[src/rtl/tsu_stamp_queue.sv]
// GMII time-stamp queue: stamps each start-of-frame with latency-corrected RTC time and
// queues {info, stamp} on PTP parser matches. Define TSU_DROP_OLDEST_EN to overwrite the oldest entry when full.
module tsu_stamp_queue #(
  parameter int unsigned TS_WIDTH   = 32,
  parameter int unsigned INFO_WIDTH = 20,
  parameter int unsigned DEPTH_LOG2 = 4,
  parameter int unsigned TS_ADJ     = 0
) (
  input  logic                           gmii_clk,
  input  logic                           rst,
  input  logic                           gmii_ctrl,
  input  logic [TS_WIDTH-1:0]            rtc_time_in,
  input  logic                           ptp_found,
  input  logic [INFO_WIDTH-1:0]          ptp_infor,
  input  logic                           q_clr,
  input  logic                           q_rd_en,
  output logic [INFO_WIDTH+TS_WIDTH-1:0] q_rd_data,
  output logic                           q_rd_valid,
  output logic [7:0]                     q_rd_stat,
  output logic                           q_empty,
  output logic                           q_full,
  output logic [15:0]                    q_ovf_cnt
);

  localparam int unsigned DW    = INFO_WIDTH + TS_WIDTH;
  localparam int unsigned DEPTH = 1 << DEPTH_LOG2;
  localparam logic [TS_WIDTH-1:0]   TS_ADJ_V = TS_WIDTH'(TS_ADJ);
  localparam logic [DEPTH_LOG2:0]   FULL_LVL = {1'b1, {DEPTH_LOG2{1'b0}}};
`ifdef TSU_DROP_OLDEST_EN
  localparam bit DROP_OLDEST = 1'b1;
`else
  localparam bit DROP_OLDEST = 1'b0;
`endif

  logic                  ctrl_d1_q, ctrl_d1_d;
  logic [TS_WIDTH-1:0]   stamp_q, stamp_d;
  logic                  stamp_vld_q, stamp_vld_d;
  logic [DEPTH_LOG2-1:0] wr_ptr_q, wr_ptr_d;
  logic [DEPTH_LOG2-1:0] rd_ptr_q, rd_ptr_d;
  logic [DEPTH_LOG2:0]   usedw_q, usedw_d;
  logic                  ovf_q, ovf_d;
  logic [15:0]           ovf_cnt_q, ovf_cnt_d;
  logic [DW-1:0]         rd_data_q, rd_data_d;
  logic                  rd_valid_q, rd_valid_d;

  logic [DW-1:0] mem [DEPTH];

  logic          sof;
  logic          wr_req;
  logic          is_empty;
  logic          is_full;
  logic          do_rd;
  logic          do_wr;
  logic          ovf_ev;
  logic          mem_we;
  logic [DW-1:0] wr_data;

  assign sof      = gmii_ctrl & ~ctrl_d1_q;
  assign wr_req   = ptp_found & stamp_vld_q;
  assign wr_data  = {ptp_infor, stamp_q};
  assign is_empty = (usedw_q == '0);
  assign is_full  = (usedw_q == FULL_LVL);
  assign do_rd    = q_rd_en & ~is_empty;
  // A pop in the same cycle as a full-queue write frees the slot the write needs.
  assign do_wr    = wr_req & (~is_full | do_rd);
  assign ovf_ev   = wr_req & is_full & ~do_rd;
  assign mem_we   = ~q_clr & (do_wr | (ovf_ev & DROP_OLDEST));

  always_comb begin
    ctrl_d1_d   = gmii_ctrl;
    stamp_d     = stamp_q;
    stamp_vld_d = stamp_vld_q;
    wr_ptr_d    = wr_ptr_q;
    rd_ptr_d    = rd_ptr_q;
    usedw_d     = usedw_q;
    ovf_d       = ovf_q;
    ovf_cnt_d   = ovf_cnt_q;
    rd_data_d   = rd_data_q;
    rd_valid_d  = 1'b0;

    if (sof) begin
      stamp_d = rtc_time_in - TS_ADJ_V;
    end

    if (q_clr) begin
      stamp_vld_d = 1'b0;
      wr_ptr_d    = '0;
      rd_ptr_d    = '0;
      usedw_d     = '0;
      ovf_d       = 1'b0;
      ovf_cnt_d   = '0;
    end else begin
      // A same-cycle SOF reloads the stamp after the old one has been consumed.
      if (sof) begin
        stamp_vld_d = 1'b1;
      end else if (wr_req) begin
        stamp_vld_d = 1'b0;
      end

      if (do_rd) begin
        rd_data_d  = mem[rd_ptr_q];
        rd_valid_d = 1'b1;
        rd_ptr_d   = rd_ptr_q + 1'b1;
      end

      if (do_wr) begin
        wr_ptr_d = wr_ptr_q + 1'b1;
      end

      if (ovf_ev) begin
        ovf_d = 1'b1;
        if (ovf_cnt_q != 16'hFFFF) begin
          ovf_cnt_d = ovf_cnt_q + 1'b1;
        end
        if (DROP_OLDEST) begin
          wr_ptr_d = wr_ptr_q + 1'b1;
          rd_ptr_d = rd_ptr_q + 1'b1;
        end
      end

      case ({do_wr, do_rd})
        2'b10:   usedw_d = usedw_q + 1'b1;
        2'b01:   usedw_d = usedw_q - 1'b1;
        default: usedw_d = usedw_q;
      endcase
    end
  end

  always_ff @(posedge gmii_clk) begin
    if (rst) begin
      ctrl_d1_q   <= 1'b0;
      stamp_q     <= '0;
      stamp_vld_q <= 1'b0;
      wr_ptr_q    <= '0;
      rd_ptr_q    <= '0;
      usedw_q     <= '0;
      ovf_q       <= 1'b0;
      ovf_cnt_q   <= '0;
      rd_data_q   <= '0;
      rd_valid_q  <= 1'b0;
    end else begin
      ctrl_d1_q   <= ctrl_d1_d;
      stamp_q     <= stamp_d;
      stamp_vld_q <= stamp_vld_d;
      wr_ptr_q    <= wr_ptr_d;
      rd_ptr_q    <= rd_ptr_d;
      usedw_q     <= usedw_d;
      ovf_q       <= ovf_d;
      ovf_cnt_q   <= ovf_cnt_d;
      rd_data_q   <= rd_data_d;
      rd_valid_q  <= rd_valid_d;
    end
  end

  // Storage is not reset; usedw alone decides which entries are live.
  always_ff @(posedge gmii_clk) begin
    if (mem_we) begin
      mem[wr_ptr_q] <= wr_data;
    end
  end

  assign q_rd_data  = rd_data_q;
  assign q_rd_valid = rd_valid_q;
  assign q_rd_stat  = {ovf_q, 7'(usedw_q)};
  assign q_empty    = is_empty;
  assign q_full     = is_full;
  assign q_ovf_cnt  = ovf_cnt_q;

endmodule

[config.mk]
export PLATFORM = sky130hd
export DESIGN_NAME = tsu_stamp_queue
export DESIGN_NICKNAME = d
export VERILOG_FILES = /design/src/rtl/tsu_stamp_queue.sv
export SDC_FILE = /design/constraint.sdc
export NUM_CORES = 1
export LEC_CHECK = 0
export BUFFER_PORTS_ARGS = -buffer_cell sky130_fd_sc_hd__buf_2
export CORE_MARGIN = 1
export CORE_UTILIZATION = 61
export DETAILED_ROUTE_END_ITERATION = 12
export GPL_TIMING_DRIVEN = 0
export PLACE_DENSITY_LB_ADDON = 0.08
export SKIP_CTS_REPAIR_TIMING = 1
export SYNTH_ARGS = -nofsm -noshare
export SYNTH_HDL_FRONTEND = slang
export SYNTH_SLANG_ARGS = --single-unit
[constraint.sdc]
create_clock -name gmii_clk -period 5.3 [get_ports gmii_clk]
set_clock_uncertainty 0.2 [all_clocks]
set_input_delay 0.53 -clock gmii_clk [delete_from_list [all_inputs] [get_ports gmii_clk]]
set_output_delay 0.53 -clock gmii_clk [all_outputs]
set_load 0.03 [all_outputs]
; ---- Yosys cells after proc, flatten, opt, wreduce, memory -nomap -nowiden
; Memories as Yosys holds them, arrays and structs flattened. A register that Yosys moved wholly into a read port is not among the register bits.
; Cells that the tools add are included.
[totals]
mem_count = 1
mem_bits_rw = 832
in_bits = 58
register_bits = 65
elab_cells = 44
[classes]
reduce_logical = 6
muxes = 6
addsub = 5
eq_ne = 4
bitwise = 13
[memory_table]
columns = memory, words, word_bits, read_ports, rd_ports_with_merged_regs, wr, line_no
row1 = mem, 16, 52, 1, 1, 1, 46  ; logic [DW-1:0] mem [DEPTH];
[op_table]
columns = op, count
row1 = $add A16 B1 Y16 const B, 1
row2 = $ne A16 B16 Y1 const B, 1
row3 = $pmux W5 S2, 1
row4 = $add A4 B1 Y4 const B, 2
row5 = $and A1 B1 Y1, 7
row6 = $add A5 B1 Y5 const B, 1
row7 = $eq A5 B5 Y1 const B, 1
row8 = $logic_not A5 Y1, 1
row9 = $mux W1, 5
row10 = $not A1 Y1, 5
row11 = $sub A5 B1 Y5 const B, 1
row12 = $reduce_and A2 Y1, 2
row13 = $reduce_bool A2 Y1, 2
row14 = $eq A2 B1 Y1 const B, 1
row15 = $eq A2 B2 Y1 const B, 1
row16 = $reduce_or A2 Y1, 1
row17 = $or A1 B1 Y1, 1

; ---- Logic depth before layout (Yosys ltp)
[logic_depth]
depth_word = 8
ltp_mapped = 9
depth_no_buf = 8

; ---- Least setup slack after synthesis
; OpenSTA, ideal clock, no wires.
[synth_timing]
path_kind = register to register
startpoint = register usedw_q[2]
endpoint = memory mem[12][0] (netlist bit) (enable)
t_arrival_ns = 3.655
required_ns = 4.638
stages_incl_launch_ff = 6
setup_ns = 0.462
path_slack_ns = 0.983
period_less_slack_ns = 4.317
path_cell_list = dfxtp_1 clkbuf_1 nor4_4 a21oi_1 nand2_1 nor2_1
[synth_via]
elab_chain_len = 8
elab_cells_between_ends = 10
cone_classes = eq/ne (1) / mux (2) / bitwise (6) / reduce/logical (1)
[synth_lines]
columns = element, line_no
row1 = from (decl), 40  ; logic [DEPTH_LOG2:0] usedw_q, usedw_d;
row2 = from (signal assigned), 147  ; usedw_q <= usedw_d;
row3 = $logic_not A5 Y1, 61  ; assign is_empty = (usedw_q == '0);
row4 = $not A1 Y1, 63  ; assign do_rd = q_rd_en & ~is_empty;
row5 = $and A1 B1 Y1, 63
row6 = $or A1 B1 Y1 *, 65  ; assign do_wr = wr_req & (~is_full | do_rd);
row7 = $and A1 B1 Y1 *, 65
row8 = $and A1 B1 Y1 *, 67  ; assign mem_we = ~q_clr & (do_wr | (ovf_ev & DROP_OLDEST));
row9 = $mux W1 *, 157  ; if (mem_we) begin
row10 = $mux W1 (not written as such) *, 158  ; mem[wr_ptr_q] <= wr_data;
row11 = to (decl), 46
; Every way passes the cells marked *; elsewhere a longest branch is shown, timed or not.

==> reports/qor.txt <==
FLOORPLANNING
---------------------------------------------------------------------------------
Y dimension of the die .............................................       245 um
Top-level I/O count ................................................          137
Starting density of the core .......................................        62.0%
Die Footprint ......................................................  0.0600 mm^2
Placement Rows .....................................................           88
Placeable Area .....................................................  0.0580 mm^2
Die X-Extent .......................................................       245 um

TIMING
---------------------------------------------------------------------------------
Setup violators final ..............................................            0
Unrepaired setup endpoints after global routing ....................           no
Post-route setup slack .............................................      1.61 ns
Max Transition Viols Final .........................................            0
Minimum period implied by the final worst setup slack ..............      3.69 ns
Max Clock Freq .....................................................    0.271 GHz
Worst slew slack as a fraction of its limit ........................        25.5%
Actual slew at the worst max-slew pin ..............................      1.11 ns
Hold slack final ...................................................   -0.0100 ns
Period utilization .................................................        69.7%
Accumulated negative setup slack ...................................         0 ns
Final Hold Violating Endpoints .....................................            1

DRT
---------------------------------------------------------------------------------
M1 WL ..............................................................    32,400 um
Initial DRC Count ..................................................        1,647
Antenna-violating nets left ........................................            0
Max layer used .....................................................         met4
DRT Pass-1 Iters ...................................................            7
WL met3 ............................................................      5100 um
Via density ........................................................         6.39
DR vias ............................................................       18,505
Final WL ...........................................................    81,800 um
DRC errors left ....................................................            0
Routed length on met2 ..............................................    42,100 um
Routed length per instance .........................................      28.2 um

CELLS AND AREA
---------------------------------------------------------------------------------
Post-layout net count ..............................................        2,122
Layout cell share with drive strength beyond 1 .....................        29.6%
Ant diodes .........................................................            0
Area growth from synthesis to final layout .........................        16.1%
Post-route non-filler standard cell count ..........................        2,898
Core occupancy in the finished layout ..............................        72.0%

LOGIC SYNTHESIS
---------------------------------------------------------------------------------
Sequential fraction of the synthesis area ..........................        75.9%
Number of synthesized flops with an enable pin .....................          832
Post-synth top area share ..........................................        69.4%
Cell accounting for the most synthesized area ......................     edfxtp_1
YS warnings ........................................................            0
Synth unique cells .................................................           58
Top FF cell, synth .................................................     edfxtp_1
Cell types with the largest area share after synthesis ............. edfxtp_1 69%, mux4_2 13%, dfxtp_1 6.5%
Post-synthesis cell count ..........................................        1,766
Fraction of synthesis flops using an asynchronous set or reset pin .           0%
Average size of a mapped cell ......................................    20.4 um^2
Flop and latch count out of synthesis ..............................          949
Summed instance area of the synthesized netlist ....................  0.0360 mm^2

PLACEMENT
---------------------------------------------------------------------------------
Sum of net half-perimeters after detailed placement ................    50,600 um
Worst slack at placement ...........................................      1.56 ns
Cell Count Post-Placement ..........................................        2,698
Buffers on Ports ...................................................          133
Placer congestion estimate .........................................        0.802

CLOCK TREE
---------------------------------------------------------------------------------
Clk sink count .....................................................          949
CTS buffer count ...................................................           93
TritonCTS clock tree ...............................................        built
Register clock-pin slew on the reported worst setup and hold paths .      0.06 ns
Buffer type at the clock tree root .................................    clkbuf_16
Clk Latency, worst-skew pair .......................................      0.64 ns
H-Tree Level Count .................................................            3
Worst-case clock buffer depth ......................................            3

CRITICAL PATH
---------------------------------------------------------------------------------
Kind of cell with the highest combined delay on the critical path .. buffers and inverters
Startpoint type of the worst setup path ............................         flop
Cell occurring most often along the worst timing path ..............     clkbuf_1
Critical path buffer and inverter count ............................            3
Critical path, cell by cell ........................................ clkbuf_1 > clkbuf_1 > clkbuf_1 > mux2i_1 > nor2_1 > a221o_1
CP Capture Type ....................................................         flop
Largest fanout of any net on the critical path .....................           10
Maximum cell stage delay along the critical path ...................      0.83 ns
Worst endpoint required time .......................................      5.60 ns
CP Class ........................................................... flop to flop
Endpoint arrival time on the critical path .........................      4.00 ns
Slowest library cell on the worst path .............................     clkbuf_1
Reg2Reg Setup Slack ................................................      1.61 ns

POWER
---------------------------------------------------------------------------------
Leakage component of the power .....................................      13.2 nW
Cell Pwr Density ...................................................  361 mW/mm^2
Worst vdd rail ir drop .............................................   0.000305 V
Power after layout .................................................      15.1 mW

GRT
---------------------------------------------------------------------------------
Gr usage total .....................................................        28.0%
Number of global-route vias before repair ..........................       19,013
Final global-route overflow total ..................................            0
Number of antenna violations at the first check in global routing ..            1
Global-route wire length before repair .............................   121,000 um
Maximum number of pins on one net before global-route repair .......           24

RUN STATUS
---------------------------------------------------------------------------------
Violations in the final reports .................................... negative hold slack
Result of the run .................................................. complete, but fails checks

RUN
---------------------------------------------------------------------------------
MaxCap Viol Count ..................................................            0

HOLD PATH
---------------------------------------------------------------------------------
Type of the most critical hold path ................................ primary input to flop

[cells in the final DEF, fill, tap and decap left out, types with 28 or more instances in the layout]
| master | n |
|---|---|
| edfxtp_1 | 832 |
| mux4_2 | 208 |
| buf_2 | 161 |
| dfxtp_1 | 117 |
| clkbuf_16 | 95 |
| clkbuf_1 | 82 |
| nand2_1 | 81 |
| nor2_1 | 72 |
| mux2i_1 | 57 |
| mux2_2 | 53 |
| a221o_1 | 52 |
| a21oi_1 | 49 |
| dlygate4sd3_1 | 28 |
| buf_12 | 28 |
[cells in the mapped netlist (10+ instances only)]
cell and number:
or4_1 10, a21oi_1 49, clkbuf_1 58, nor2_1 88, mux4_2 208, buf_2 28
nand2_1 81, mux2i_1 57, dfxtp_1 117, edfxtp_1 832, nand3_1 14, a221o_1 52
mux2_2 53
[report_power, final]
part	internal, mW	switching (mW)
logic	0.0857	0.166
registers	8.15	0.0693
clock network	3.92	2.69
total	12.2	2.92
[metal layers]
metal / track usage (%) / up-vias
met5: 0 / -
met4: 9.69 / 0
met3: 4.20 / 136
met2: 46.9 / 745
met1: 38.2 / 9756
li1: - / 7868
[worst reg2reg max path, cell delays in order, from the launching register on]
cell      delay, ns
dfxtp_1        0.33
clkbuf_1       0.73
clkbuf_1       0.83
clkbuf_1       0.83
mux2i_1        0.30
nor2_1         0.07
a221o_1        0.27
[registers in the layout (all words and copies together), names as in the netlist]
| signal | cells |
|---|---|
| usedw_q | 5 |
| rd_ptr_q | 4 |
| mem | 832 |
| q_rd_valid | 1 |
| ctrl_d1_q | 1 |
| q_ovf_cnt | 16 |
| ovf_q | 1 |
| stamp_vld_q | 1 |
| q_rd_data | 52 |
| wr_ptr_q | 4 |
| stamp_q | 32 |
[kinds of logic (layout without fill, tap and decap cells)]
kind of cell    after synthesis  in the layout  share of synthesized area (%)
xor+xnor                      6              6                          0.146
compound gates              139            139                           2.99
flops                       949            949                           75.9
other cells                   1              2                         0.0104
simple gates                238            238                           3.09
buf+inv                     107            473                           1.30
mux                         318            318                           16.3
fa+ha+maj                     8              8                          0.278
[worst paths after layout]
check | startpoint | depth (start not counted) | to
setup / recovery | rd_ptr_q[0]$_SDFFE_PP0N_ | 6 | q_rd_data[47]$_SDFFE_PP0P_
hold / removal | rtc_time_in[30] | 3 | stamp_q[30]$_SDFFE_PP0P_
setup reg to reg | rd_ptr_q[0]$_SDFFE_PP0N_ | 6 | q_rd_data[47]$_SDFFE_PP0P_
hold reg to reg | q_rd_data[50]$_SDFFE_PP0P_ | 1 | q_rd_data[50]$_SDFFE_PP0P_
[stage by stage]
| step | area (um^2) | hold slack, ns |
|---|---|---|
| global placement | 37600 | 0.259 |
| finish | 41800 | -0.0100 |
| floorplan | 36000 | 0.242 |
| CTS | 41500 | -0.0973 |
| global route | 41800 | 0.00305 |
| detailed placement | 38400 | 0.272 |
[area by class of cell]
type / instances / area (um^2)
flip-flops and latches: 949 / 27300
fillers: 3439 / 16200
multi-input cells: 711 / 8330
clock buffers: 140 / 2760
repair buffers: 194 / 1630
well taps: 765 / 957
plain buffers: 99 / 437
clock inverters: 32 / 332
inverters: 8 / 30.0
Note: power is estimated with default switching activity, not from simulation.
